**config.mk**
```make
export PLATFORM = sky130hd
export DESIGN_NAME = rgb_pwm_ctrl_flat
export DESIGN_NICKNAME = d
export VERILOG_FILES = /design/src/rtl/rgb_pwm_ctrl_pkg.sv /design/src/rtl/rgb_pwm_ctrl_if.sv /design/src/rtl/rgb_pwm_ctrl_pwm_channel.sv /design/src/rtl/rgb_pwm_ctrl.sv /design/src/flat_wrapper.sv
export SDC_FILE = /design/constraint.sdc
export NUM_CORES = 1
export LEC_CHECK = 0
export ABC_CLOCK_PERIOD_IN_PS = 8450
export CAP_MARGIN = 0
export CORE_AREA = 2 2 105 107
export DETAILED_ROUTE_END_ITERATION = 10
export DIE_AREA = 0 0 107 109
export PLACE_DENSITY_LB_ADDON = 0.1
export SLEW_MARGIN = 20
export SYNTH_ARGS = -nofsm -noshare
export SYNTH_HDL_FRONTEND = slang
export SYNTH_SLANG_ARGS = --single-unit
```
**constraint.sdc**
```tcl
create_clock -name clk -period 8.45 [get_ports clk]
set_input_delay 1.69 -clock clk [delete_from_list [all_inputs] [get_ports clk]]
set_output_delay 1.69 -clock clk [all_outputs]
set_load 0.1 [all_outputs]
```
**src/rtl/rgb_pwm_ctrl_pkg.sv**
```systemverilog
// Shared types and constants for the RGB PWM controller:
// FSM state enum, mode codes, register addresses, channel count and
// blink counter width.
package rgb_pwm_ctrl_pkg;

  typedef enum logic [1:0] {
    ST_OFF       = 2'd0,
    ST_STEADY    = 2'd1,
    ST_BLINK_ON  = 2'd2,
    ST_BLINK_OFF = 2'd3
  } state_e;

  // mode register bits [1:0]
  localparam logic [1:0] MODE_OFF    = 2'b00;
  localparam logic [1:0] MODE_STEADY = 2'b01;
  localparam logic [1:0] MODE_BLINK  = 2'b10;
  localparam logic [1:0] MODE_RSVD   = 2'b11;  // decoded as OFF

  // register select
  localparam logic [1:0] ADDR_BLUE  = 2'd0;
  localparam logic [1:0] ADDR_GREEN = 2'd1;
  localparam logic [1:0] ADDR_RED   = 2'd2;
  localparam logic [1:0] ADDR_MODE  = 2'd3;

  localparam int NUM_CH = 3;
  // (63+1) * 65535 frames fits in 22 bits
  localparam int BLINK_CNT_W = 22;

endpackage

```
**src/rtl/rgb_pwm_ctrl_if.sv**
```systemverilog
// Register-write command bus for rgb_pwm_ctrl.
//   cmd_valid : requester presents a write
//   cmd_ready : block accepts the write
//   cmd_addr  : 0 blue, 1 green, 2 red, 3 mode
//   cmd_data  : write data
interface rgb_pwm_ctrl_if;
  logic       cmd_valid;
  logic       cmd_ready;
  logic [1:0] cmd_addr;
  logic [7:0] cmd_data;

  modport master (output cmd_valid, cmd_addr, cmd_data, input cmd_ready);
  modport slave  (input cmd_valid, cmd_addr, cmd_data, output cmd_ready);
endinterface

```
**src/rtl/rgb_pwm_ctrl_pwm_channel.sv**
```systemverilog
// One PWM lane: output is high when duty > phase, registered once.
//   clk, rst : clock, synchronous active-high reset
//   en       : lane enable (low forces the output low)
//   duty     : active duty value
//   phase    : shared PWM phase counter
//   pwm      : registered PWM output
module pwm_channel (
  input  logic       clk,
  input  logic       rst,
  input  logic       en,
  input  logic [7:0] duty,
  input  logic [7:0] phase,
  output logic       pwm
);
  logic pwm_d, pwm_q;

  always_comb pwm_d = en && (duty > phase);

  always_ff @(posedge clk) begin
    if (rst) pwm_q <= 1'b0;
    else     pwm_q <= pwm_d;
  end

  assign pwm = pwm_q;
endmodule

```
**src/rtl/rgb_pwm_ctrl.sv**
```systemverilog
// RGB LED PWM controller with double-buffered registers and blink FSM.
// Writes land in staging registers; all four are copied to the active set
// on frame_end so colour/mode changes never tear mid-frame.
//   clk, rst   : clock, synchronous active-high reset
//   cmd        : register write bus (slave side)
//   rgb0_pwm   : blue PWM      rgb1_pwm : green PWM    rgb2_pwm : red PWM
//   led_en     : LED driver enable
//   frame_end  : one-cycle pulse at every PWM frame boundary
module rgb_pwm_ctrl
  import rgb_pwm_ctrl_pkg::*;
#(
  parameter int PRESCALE   = 47,
  parameter int BLINK_UNIT = 64
) (
  input  logic           clk,
  input  logic           rst,
  rgb_pwm_ctrl_if.slave  cmd,
  output logic           rgb0_pwm,
  output logic           rgb1_pwm,
  output logic           rgb2_pwm,
  output logic           led_en,
  output logic           frame_end
);
  logic [15:0]            presc_q, presc_d;
  logic [7:0]             phase_q, phase_d;
  logic [3:0][7:0]        stage_q, stage_d;
  logic [3:0][7:0]        act_q, act_d;
  state_e                 state_q, state_d;
  logic [BLINK_CNT_W-1:0] bcnt_q, bcnt_d, bcnt_inc, blim;
  logic                   tick, fe, wr_en, pwm_en;
  logic [NUM_CH-1:0]      pwm;

  assign cmd.cmd_ready = ~rst;
  assign wr_en         = cmd.cmd_valid & cmd.cmd_ready;

  // timebase, staging and commit
  always_comb begin
    tick    = (presc_q == 16'(PRESCALE - 1));
    presc_d = tick ? '0 : presc_q + 16'd1;
    phase_d = tick ? phase_q + 8'd1 : phase_q;
    fe      = tick && (phase_q == 8'hFF);
    stage_d = stage_q;
    if (wr_en) stage_d[cmd.cmd_addr] = cmd.cmd_data;
    // commit from stage_d so a write on the frame_end cycle is included
    act_d = fe ? stage_d : act_q;
  end

  // FSM: decisions use the just-committed mode (act_d)
  always_comb begin
    state_d  = state_q;
    bcnt_d   = bcnt_q;
    bcnt_inc = bcnt_q + BLINK_CNT_W'(1);
    blim     = BLINK_CNT_W'({1'b0, act_d[ADDR_MODE][7:2]} + 7'd1)
             * BLINK_CNT_W'(BLINK_UNIT);
    if (fe) begin
      case (act_d[ADDR_MODE][1:0])
        MODE_STEADY: state_d = ST_STEADY;
        MODE_BLINK: begin
          if (state_q == ST_BLINK_ON || state_q == ST_BLINK_OFF) begin
            // >= so a shrunk H toggles at once without restarting the count
            if (bcnt_inc >= blim) begin
              state_d = (state_q == ST_BLINK_ON) ? ST_BLINK_OFF : ST_BLINK_ON;
              bcnt_d  = '0;
            end else begin
              bcnt_d  = bcnt_inc;
            end
          end else begin
            state_d = ST_BLINK_ON;
            bcnt_d  = '0;
          end
        end
        default: state_d = ST_OFF;
      endcase
    end
  end

  always_ff @(posedge clk) begin
    if (rst) begin
      presc_q <= '0;
      phase_q <= '0;
      stage_q <= '0;
      act_q   <= '0;
      state_q <= ST_OFF;
      bcnt_q  <= '0;
    end else begin
      presc_q <= presc_d;
      phase_q <= phase_d;
      stage_q <= stage_d;
      act_q   <= act_d;
      state_q <= state_d;
      bcnt_q  <= bcnt_d;
    end
  end

  assign pwm_en = (state_q == ST_STEADY) || (state_q == ST_BLINK_ON);

  for (genvar i = 0; i < NUM_CH; i++) begin : g_ch
    pwm_channel u_ch (
      .clk   (clk),
      .rst   (rst),
      .en    (pwm_en),
      .duty  (act_q[i]),
      .phase (phase_q),
      .pwm   (pwm[i])
    );
  end

  assign rgb0_pwm  = pwm[0];
  assign rgb1_pwm  = pwm[1];
  assign rgb2_pwm  = pwm[2];
  assign led_en    = (state_q != ST_OFF);
  assign frame_end = fe;
endmodule

```
**src/flat_wrapper.sv**
```systemverilog
// flat-port wrapper written by rule: the top's interface ports become plain ports
module rgb_pwm_ctrl_flat import rgb_pwm_ctrl_pkg::*;
#(
  parameter int PRESCALE   = 47,
  parameter int BLINK_UNIT = 64
)
  (clk, rst, rgb0_pwm, rgb1_pwm, rgb2_pwm, led_en, frame_end, cmd_cmd_valid, cmd_cmd_addr, cmd_cmd_data, cmd_cmd_ready);
  rgb_pwm_ctrl_if cmd_i ();
  input  logic clk;
  input  logic rst;
  output logic rgb0_pwm;
  output logic rgb1_pwm;
  output logic rgb2_pwm;
  output logic led_en;
  output logic frame_end;
  input wire logic [$bits(cmd_i.cmd_valid)-1:0] cmd_cmd_valid;
  input wire logic [$bits(cmd_i.cmd_addr)-1:0] cmd_cmd_addr;
  input wire logic [$bits(cmd_i.cmd_data)-1:0] cmd_cmd_data;
  output wire logic [$bits(cmd_i.cmd_ready)-1:0] cmd_cmd_ready;
  assign cmd_i.cmd_valid = cmd_cmd_valid;
  assign cmd_i.cmd_addr = cmd_cmd_addr;
  assign cmd_i.cmd_data = cmd_cmd_data;
  assign cmd_cmd_ready = cmd_i.cmd_ready;
  rgb_pwm_ctrl #(.PRESCALE(PRESCALE), .BLINK_UNIT(BLINK_UNIT)) u_core (.clk(clk), .rst(rst), .cmd(cmd_i), .rgb0_pwm(rgb0_pwm), .rgb1_pwm(rgb1_pwm), .rgb2_pwm(rgb2_pwm), .led_en(led_en), .frame_end(frame_end));
endmodule
```
==> results of run 1 <==
metrics by stage:
stage | area, µm² | setup slack (ns) | power [W] | hold slack (ns)
6_report | 6516 | 2.840 | 0.001234 | 0.4739
5_1_grt | 6516 | 2.334 | 0.001279 | 0.4960
3_3_place_gp | 5967 | 2.328 | 0.0005962 | 0.4550
2_1_floorplan | 5720 | 3.754 | 0.0005819 | 0.4411
3_5_place_dp | 5974 | 2.346 | 0.0005972 | 0.4659
4_1_cts | 6516 | 2.877 | 0.001246 | 0.4723
area by class of cell:
class	count	share of cell area [%]
Tap cell	140	2.688
Clock inverter	11	1.632
Inverter	22	1.267
Timing Repair Buffer	24	3.379
Sequential cell	115	35.33
Multi-Input combinational cell	465	49.02
Clock buffer	20	6.682
final timing paths:
path / to / slack [ns] / from
worst max-delay path: u_core.state_q[1]$_SDFFE_PP0P_ / 2.84 / cmd_cmd_addr[0]
worst min-delay path: u_core.bcnt_q[10]$_SDFFE_PP0P_ / 0.47 / u_core.bcnt_q[10]$_SDFFE_PP0P_
worst max register to register: u_core.state_q[1]$_SDFFE_PP0P_ / 3.40 / u_core.presc_q[0]$_SDFF_PP0_
worst min register to register: u_core.bcnt_q[10]$_SDFFE_PP0P_ / 0.47 / u_core.bcnt_q[10]$_SDFFE_PP0P_
power groups by stage:
stage	registers, W	clock network (W)	logic [W]
finish	0.000549	0.000649	0.0000361
CTS	0.000549	0.000661	0.0000363
global route	0.000550	0.000691	0.0000391
floorplan	0.000560	0	0.0000216
global placement	0.000561	0	0.0000355
detailed placement	0.000561	0	0.0000362
layer usage:
layer | up-vias | share of wire, % | global-route usage [%]
met2 | 85 | 44 | 34.26
met3 | 11 | 3.8 | 5.619
met4 | 0 | 1.1 | 7.514
li1 | 2296 | - | -
met5 | - | 0 | 0
met1 | 2161 | 51 | 31.83
sequential cells by signal, summed over array words and instances, names as in the netlist:
| register | count |
|---|---|
| u_core.act_q | 32 |
| u_core.bcnt_q | 22 |
| u_core.g_ch.u_ch.pwm | 3 |
| u_core.phase_q | 8 |
| u_core.presc_q | 16 |
| u_core.stage_q | 32 |
| u_core.state_q | 2 |
cells by family after synthesis:
logic type / share of synthesized area (%)
mux: 6.234
fa+ha+maj: 9.186
xor+xnor: 5.052
compound gates: 12.77
flops: 40.25
buf+inv: 4.243
simple gates: 22.27
worst min-delay path, cell delays in order (launching register included):
cell,delay [ns]
dfxtp_1,0.32
nand2_1,0.06
a21oi_1,0.05
layout by cell type (no fill, tap or decap), types with 22 or more instances in the layout:
cell type	n
mux2i_1	33
nand2_1	31
dfxtp_1	115
a21oi_1	29
nor2_1	112
ha_1	42
a211oi_1	24
inv_1	22
==> flow_summary.ini, run 1 <==
[floorplanning]
io_pins = 19
die_y_um = 109
start_util_pct = 53.95
die-area_mm2 = 0.01166
core_mm2 = 0.01060
die_width_um = 107
num_rows = 38

[routing]
drtIter0Drc = 346
post_drt_wl_per_cell_um = 15.70
vias_per_cell = 5.713
drc = 0
vias = 4553
drtPass1Iterations = 5
ant_nets = 0
drt-total-wl_um = 12510

[logic_synthesis]
syn_nets = 694
yosys_warnings = 0
synth_top_area_cell = dfxtp_1
yosys-top-cells-count = dfxtp_1 (115), nor2_1 (112), ha_1 (42)
synthFlopType = dfxtp_1
synth_cell_types = 54
synth_edf_count = 0
yosysSeqAreaShare_pct = 40.24
synthArstFlopShare_pct = 0
yosysTopAreaCellShare_pct = 40.24
postSynthCellCount = 639
syn_area_per_cell_um2 = 8.952
ys_seq_elements = 115
synth_area_leaders = dfxtp_1 (40%), ha_1 (9.2%), nor2_1 (7.3%), mux2i_1 (5.8%), a211oi_1 (3.1%)
yosys.cell_count.top_type = dfxtp_1
netlist_area_mm2 = 0.005720

[power_and_ir_drop]
pwr-share-comb_pct = 2.9
power_density_mw_per_mm2 = 189.4
internal-power_w = 0.0009568
vdd_drop_max_mv = 0.1422
p_sw_w = 0.0002771
swShare_pct = 22.45
seq_power_share_pct = 44.5
clkPwrFrac_pct = 52.6
leakagePower_nw = 2.572

[place]
gp_congestion = 0.8177
dp_cells = 766
place_hpwl_um = 8585
port_buffers = 18

[worst_setup_path]
start_kind = input pin
path_class = input pin to flop
cp_slowest_cell = a211oi_2
crit_fanout = 16
crit_path_max_incr_delay_ns = 0.94
worst-path-buf-inv = 2
cp-end-kind = flop
cp.required_ns = 8.83
crit_cells = 17
crit_chain = clkdlybuf4s50_1 > nand4b_1 > mux2i_1 > nor2_1 > a21oi_1 > inv_1 > ha_1 > nand2b_1 > nor2_1 > xor2_1 > ha_1 > o21a_1 > o21ai_0 > a21oi_1 > a211oi_2 > o21a_1 > o311ai_1
cp_top_family = compound AO/OA/AOI/OAI gates
r2r_cells = 18
arrival_ns = 5.99

[final_layout]
postLayoutCoreUtil_pct = 61.46
syn_to_final_growth_pct = 13.91
seqCellArea_mm2 = 0.002302
fin_cells = 797
nets = 700
nFillCells = 895
diodes = 0
multi_input_area_mm2 = 0.003194
layout-drive-gt1-share_pct = 7.915

[hold_path]
whs_path_depth = 2
worstHoldPathType = flop to flop

[sta]
rsz0062_at_grt = false
finalCritPeriodShare_pct = 66.40
tightest_slew_ns = 1.110
setup_tns_ns = 0
slew_viol_final = 0
timing.fmax_ghz = 0.1782
slew_headroom_pct = 25.89
finalSetupViolCount = 0
post-route-min-period_ns = 5.610
clock_skew_ns = 0.007016
hold_viol = 0

[clocking]
htreeDepth = 4
clock_sinks = 115
tritoncts = built
clk_pin_slew_ns = 0.06
cts_hold_buffers = 0
ctsRootBufferMaster = clkbuf_8
cts-buffers-inserted = 17
cts_resized = 0
post-cts-setup-buffers = 0
clockBufferDepth = 2
worstSkewPairLatency_ns = 0.52

[status]
status = completed

[global_routing]
grt_usage_pct = 22.69
grt_pass1_wl_um = 20580
grt_max_degree = 94
grt_pass1_vias = 4193
antenna_found_initial = 0
overflow = 0

[run]
cap_violations = 0
No activity file was read; power rests on OpenSTA's default activity.
==> run 2, diff against run 1 <==
--- a/config.mk
+++ b/config.mk
@@ -5,7 +5,7 @@
 export SDC_FILE = /design/constraint.sdc
 export NUM_CORES = 1
 export LEC_CHECK = 0
-export ABC_CLOCK_PERIOD_IN_PS = 8450
+export ABC_CLOCK_PERIOD_IN_PS = 5600
 export CAP_MARGIN = 0
 export CORE_AREA = 2 2 105 107
 export DETAILED_ROUTE_END_ITERATION = 10
==> constraint.sdc (replaced) <==
create_clock -name clk -period 5.6 [get_ports clk]
set_input_delay 1.12 -clock clk [delete_from_list [all_inputs] [get_ports clk]]
set_output_delay 1.12 -clock clk [all_outputs]
set_load 0.1 [all_outputs]
==> run 2 against run 1 <==
  * Flip-flop and latch count unchanged
  * Register-to-register slack worse by 2.4 ns
  * Worst setup slack worse by 1.8 ns
  * Sequential power up 51%
  * Utilization up 0.27 points
  * Final area up 0.44%
  * Sequential share of layout area down 0.16 points
  * Non-clock buffer count up 4
  * Critical path depth down 3
  * Clock power up 50%
==> flow_summary.ini, run 2 (synthesis gave the netlist of run 1 again) <==
[final_layout]
fin_cells = 802
final_common_cell = dfxtp_1
diodes = 0
reg_top3 = u_core.act_q x32, u_core.stage_q x32, u_core.bcnt_q x22
nets = 704
layout-drive-gt1-share_pct = 9.063
stdcell_area_mm2 = 0.006545
mostFrequentLayoutCells = dfxtp_1 (115), nor2_1 (112), ha_1 (42)
syn_to_final_growth_pct = 14.41

[worst_setup_path]
crit_path_max_incr_delay_ns = 0.66
cp_slowest_cell = nor4_4
cp-end-kind = flop
start_kind = flop
regToRegStartpoint = u_core.presc_q[0]$_SDFF_PP0_
crit_fanout = 16
cp.required_ns = 6.04
r2r_cells = 14
worst_path_most_repeated_cell = ha_1
arrival_ns = 5.02
crit_chain = inv_1 > ha_1 > nor4bb_1 > and4_1 > nand4_2 > o21ai_0 > ha_1 > nand2b_1 > or4_1 > ha_1 > or3_1 > nor4_4 > o2111ai_1 > a21oi_1
crit_start = u_core.presc_q[0]$_SDFF_PP0_
path_class = flop to flop

[sta]
slew_headroom_pct = 35.41
hold_viol = 0
clock_skew_ns = 0.007477
finalSetupViolCount = 0
finalCritPeriodShare_pct = 81.66
rsz0062_at_grt = false
tightest_slew_ns = 0.9658
post-route-min-period_ns = 4.573
timing.fmax_ghz = 0.2187
slew_viol_final = 0
setup_tns_ns = 0

[place]
dp_cells = 770
port_buffers = 18
place_hpwl_um = 8521
gp_congestion = 0.8073
post_dp_cell_area_mm2 = 0.006002

[hold_path]
worstHoldPathType = flop to flop
min-delay-start = u_core.presc_q[0]$_SDFF_PP0_
whs_path_depth = 1

[global_routing]
grt_pass1_vias = 4251
overflow = 0
grt_usage_pct = 22.75
grt_max_degree = 94
antenna_found_initial = 0
grt_pass1_wl_um = 20640

[clocking]
ctsRootBufferMaster = clkbuf_8
clk_pin_slew_ns = 0.06
clock_sinks = 115
tritoncts = built
clockBufferDepth = 2
htreeDepth = 4
post-cts-setup-buffers = 0
cts_resized = 0
cts-buffers-inserted = 17
cts_hold_buffers = 0
worstSkewPairLatency_ns = 0.53

[floorplanning]
die_width_um = 107
die_y_um = 109
io_pins = 19
core_mm2 = 0.01060
die-area_mm2 = 0.01166
start_util_pct = 53.95
num_rows = 38

[power_and_ir_drop]
power_density_mw_per_mm2 = 284.2
vdd_drop_max_mv = 0.2214
leakagePower_nw = 2.591

[routing]
drtPass1Iterations = 4
post_drt_wl_per_cell_um = 15.36
drc = 0
drt-total-wl_um = 12320
drtIter0Drc = 339
vias_per_cell = 5.665
vias = 4543
ant_nets = 0

[status]
status = completed

[run]
cap_violations = 0
==> run 2: area by class of cell <==
class	instances	area, µm²
multi-input cells	465	3194
fillers	918	4058
inverters	22	82.58
flip-flops and latches	115	2302
clock inverters	13	101.3
well taps	140	175.2
repair buffers	28	247.7
clock buffers	19	441.7
==> run 2: path summary, 6_finish.rpt <==
kind | endpoint | slack [ns]
max | u_core.bcnt_q[11]$_SDFFE_PP0P_ | 1.03
min | u_core.presc_q[0]$_SDFF_PP0_ | 0.48
max reg2reg | u_core.bcnt_q[11]$_SDFFE_PP0P_ | 1.03
min reg2reg | u_core.presc_q[0]$_SDFF_PP0_ | 0.48
==> run 2: worst max-delay path, delay by kind of cell, from the launching register on <==
family          cells  cell delay [ns]
simple gates        7             2.77
compound gates      3             0.75
fa+ha+maj           3             0.55
flops               1             0.34
buf+inv             1             0.07
==> run 2: stage by stage <==
step | setup slack, ns | hold slack (ns) | power [W] | utilization [%]
after floorplan | 1.474 | 0.4411 | 0.0008780 | -
after global placement | 0.8270 | 0.4566 | 0.0009007 | 56.61
after detailed placement | 0.7125 | 0.4701 | 0.0009019 | 56.61
after CTS | 0.9781 | 0.4771 | 0.001878 | 61.73
after global routing | 0.5649 | 0.5012 | 0.001929 | 61.73
final | 1.027 | 0.4762 | 0.001860 | 61.73
==> run 2: report_power, final <==
part           switching (W)  internal, W
registers         0.00000339     0.000825
clock network       0.000405     0.000571
logic              0.0000352    0.0000201
total               0.000443      0.00142
==> run 2: layer usage <==
metal | wire length (µm) | track usage [%] | vias up
met2 | 5295 | 33.99 | 114
li1 | - | - | 2309
met4 | 162 | 7.792 | 0
met3 | 689 | 7.412 | 14
met1 | 6168 | 31.00 | 2106
met5 | 0 | 0 | -
==> run 3, diff against run 2 <==
--- a/config.mk
+++ b/config.mk
@@ -5,7 +5,7 @@
 export SDC_FILE = /design/constraint.sdc
 export NUM_CORES = 1
 export LEC_CHECK = 0
-export ABC_CLOCK_PERIOD_IN_PS = 5600
+export ABC_CLOCK_PERIOD_IN_PS = 4400
 export CAP_MARGIN = 0
 export CORE_AREA = 2 2 105 107
 export DETAILED_ROUTE_END_ITERATION = 10
==> constraint.sdc (replaced) <==
create_clock -name clk -period 4.4 [get_ports clk]
set_input_delay 0.88 -clock clk [delete_from_list [all_inputs] [get_ports clk]]
set_output_delay 0.88 -clock clk [all_outputs]
set_load 0.1 [all_outputs]
==> run 3 against run 2 <==
  * Clock power up 38%
  * Hold slack better by 0.0056 ns
  * Global-route usage increased by 0.66 points
==> flow_summary.ini, run 3 (synthesis gave the netlist of run 1 again) <==
[floorplanning]
core_mm2 = 0.01060
start_util_pct = 53.95
num_rows = 38
io_pins = 19
die_width_um = 107
die_y_um = 109
die-area_mm2 = 0.01166

[hold_path]
min-delay-start = u_core.bcnt_q[10]$_SDFFE_PP0P_
worstHoldPathType = flop to flop
whs_path_depth = 2
min_to = u_core.bcnt_q[10]$_SDFFE_PP0P_

[worst_setup_path]
r2r_cells = 19
cp-end-kind = flop
rr_endpoint = u_core.bcnt_q[12]$_SDFFE_PP0P_
start_kind = flop
arrival_ns = 4.54
crit_fanout = 16
reg2reg_slack_ns = 0.30
cp.required_ns = 4.84
regToRegStartpoint = u_core.presc_q[0]$_SDFF_PP0_
path_class = flop to flop

[sta]
tightest_slew_ns = 0.9807
hold_viol = 0
fin_hold_ws_ns = 0.4818
finalCritPeriodShare_pct = 93.25
timing.fmax_ghz = 0.2437
clock_skew_ns = 0.007155
slew_headroom_pct = 34.62
slew_viol_final = 0
post-route-min-period_ns = 4.103
rsz0062_at_grt = false
finalSetupViolCount = 0

[global_routing]
grt_pass1_wl_um = 21220
overflow = 0
grt_usage_pct = 23.40
grt_pass1_vias = 4477
antenna_found_initial = 0
grt_max_degree = 95

[power_and_ir_drop]
power_density_mw_per_mm2 = 364.9
vdd_drop_max_mv = 0.2600
leakagePower_nw = 2.729

[clocking]
htreeDepth = 4
clk_pin_slew_ns = 0.06
tritoncts = built
worstSkewPairLatency_ns = 0.52
ctsRootBufferMaster = clkbuf_8
cts-buffers-inserted = 17
clockBufferDepth = 2
clock_sinks = 115

[place]
dp_cells = 793
port_buffers = 18
place_hpwl_um = 8823
gp_congestion = 0.8351

[routing]
drtPass1Iterations = 5
vias = 4654
drt-total-wl_um = 12540
post_drt_wl_per_cell_um = 15.19
vias_per_cell = 5.641
drc = 0
drtIter0Drc = 326
ant_nets = 0

[final_layout]
fin_cells = 825
nFillCells = 892
seqCellArea_mm2 = 0.002302
mostFrequentLayoutCells = dfxtp_1 (115), nor2_1 (112), ha_1 (42)
nets = 727
diodes = 0
multi_input_area_mm2 = 0.003218
syn_to_final_growth_pct = 18.90
final_common_cell = dfxtp_1
postLayoutCoreUtil_pct = 64.15
layout-drive-gt1-share_pct = 12.55
reg_top3 = u_core.act_q x32, u_core.stage_q x32, u_core.bcnt_q x22

[status]
status = completed

[run]
cap_violations = 0
-- run 3: cell types whose count changed in the layout (fill, tap and decap cells not counted), sizes merged --
cell / before / now
inv: 26 / 25
clkinv: 5 / 4
clkdlybuf4s50: 16 / 15
bufinv: 0 / 2
buf: 12 / 36
-- run 3: cell type report --
type                    instances  area share [%]
flip-flops and latches        115           33.85
multi-input cells             465           47.31
inverters                      22           1.214
clock inverters                13           2.226
well taps                     140           2.575
repair buffers                 51           6.328
clock buffers                  19           6.494
-- run 3: stage by stage --
stage,area (µm²),power [W],setup TNS [ns],setup slack (ns)
global placement,6185,0.001155,-4.244,-0.3160
floorplan,5720,0.001117,0,0.3037
detailed placement,6185,0.001157,-6.521,-0.4643
finish,6802,0.002482,0,0.2971
CTS,6782,0.002509,0,0.1704
global route,6802,0.002560,0,0.007440
-- run 3: report_power, final --
part           switching, W  internal, W  leakage, nW
Combinational     0.0000474    0.0000331         1.52
Clock              0.000504     0.000843        0.278
Sequential       0.00000343      0.00105        0.928
Total              0.000555      0.00193         2.73
-- run 3: routing by layer --
metal / vias to the layer above / part of all wire, % / global-route usage, %
met1: 2183 / 49 / 31.35
met5: - / 0 / 0
li1: 2352 / - / -
met2: 108 / 46 / 36.72
met4: 0 / 0.77 / 8.998
met3: 11 / 4.5 / 5.559
-- run 3: repair_timing --
item,4_1_cts,5_1_grt
setup buffers,0,0
resized for setup,1,3
setup endpoints to repair,15,15
hold buffers,0,0
gates cloned,0,0
pin swaps,0,0
-- run 3: worst max path at each step --
stage	slack, ns	from	to	depth (start not counted)
final	0.30	u_core.presc_q[0]$_SDFF_PP0_	u_core.bcnt_q[12]$_SDFFE_PP0P_	19
after global routing	0.007	u_core.presc_q[0]$_SDFF_PP0_	u_core.bcnt_q[12]$_SDFFE_PP0P_	19
after CTS	0.17	u_core.presc_q[0]$_SDFF_PP0_	u_core.bcnt_q[12]$_SDFFE_PP0P_	17
after detailed placement	-0.46	cmd_cmd_addr[1]	u_core.bcnt_q[12]$_SDFFE_PP0P_	15
after global placement	-0.32	cmd_cmd_addr[1]	u_core.state_q[1]$_SDFFE_PP0P_	16
after floorplan	0.30	u_core.presc_q[0]$_SDFF_PP0_	u_core.bcnt_q[11]$_SDFFE_PP0P_	22
-- run 3: worst max-delay path, cell delays in order, from the launching register on --
cell and delay [ns]:
dfxtp_1 0.31, inv_1 0.05, ha_1 0.14, nor4bb_1 0.36, and4_1 0.33, nand4_4 0.24, a21oi_1 0.25, inv_1 0.06
ha_1 0.22, xor2_1 0.17, ha_1 0.29, o21ai_0 0.15, a21oi_1 0.06, nor4_1 0.31, a21oi_2 0.15, buf_4 0.16
a211oi_2 0.20, buf_4 0.25, o2111ai_1 0.13, a21oi_1 0.19
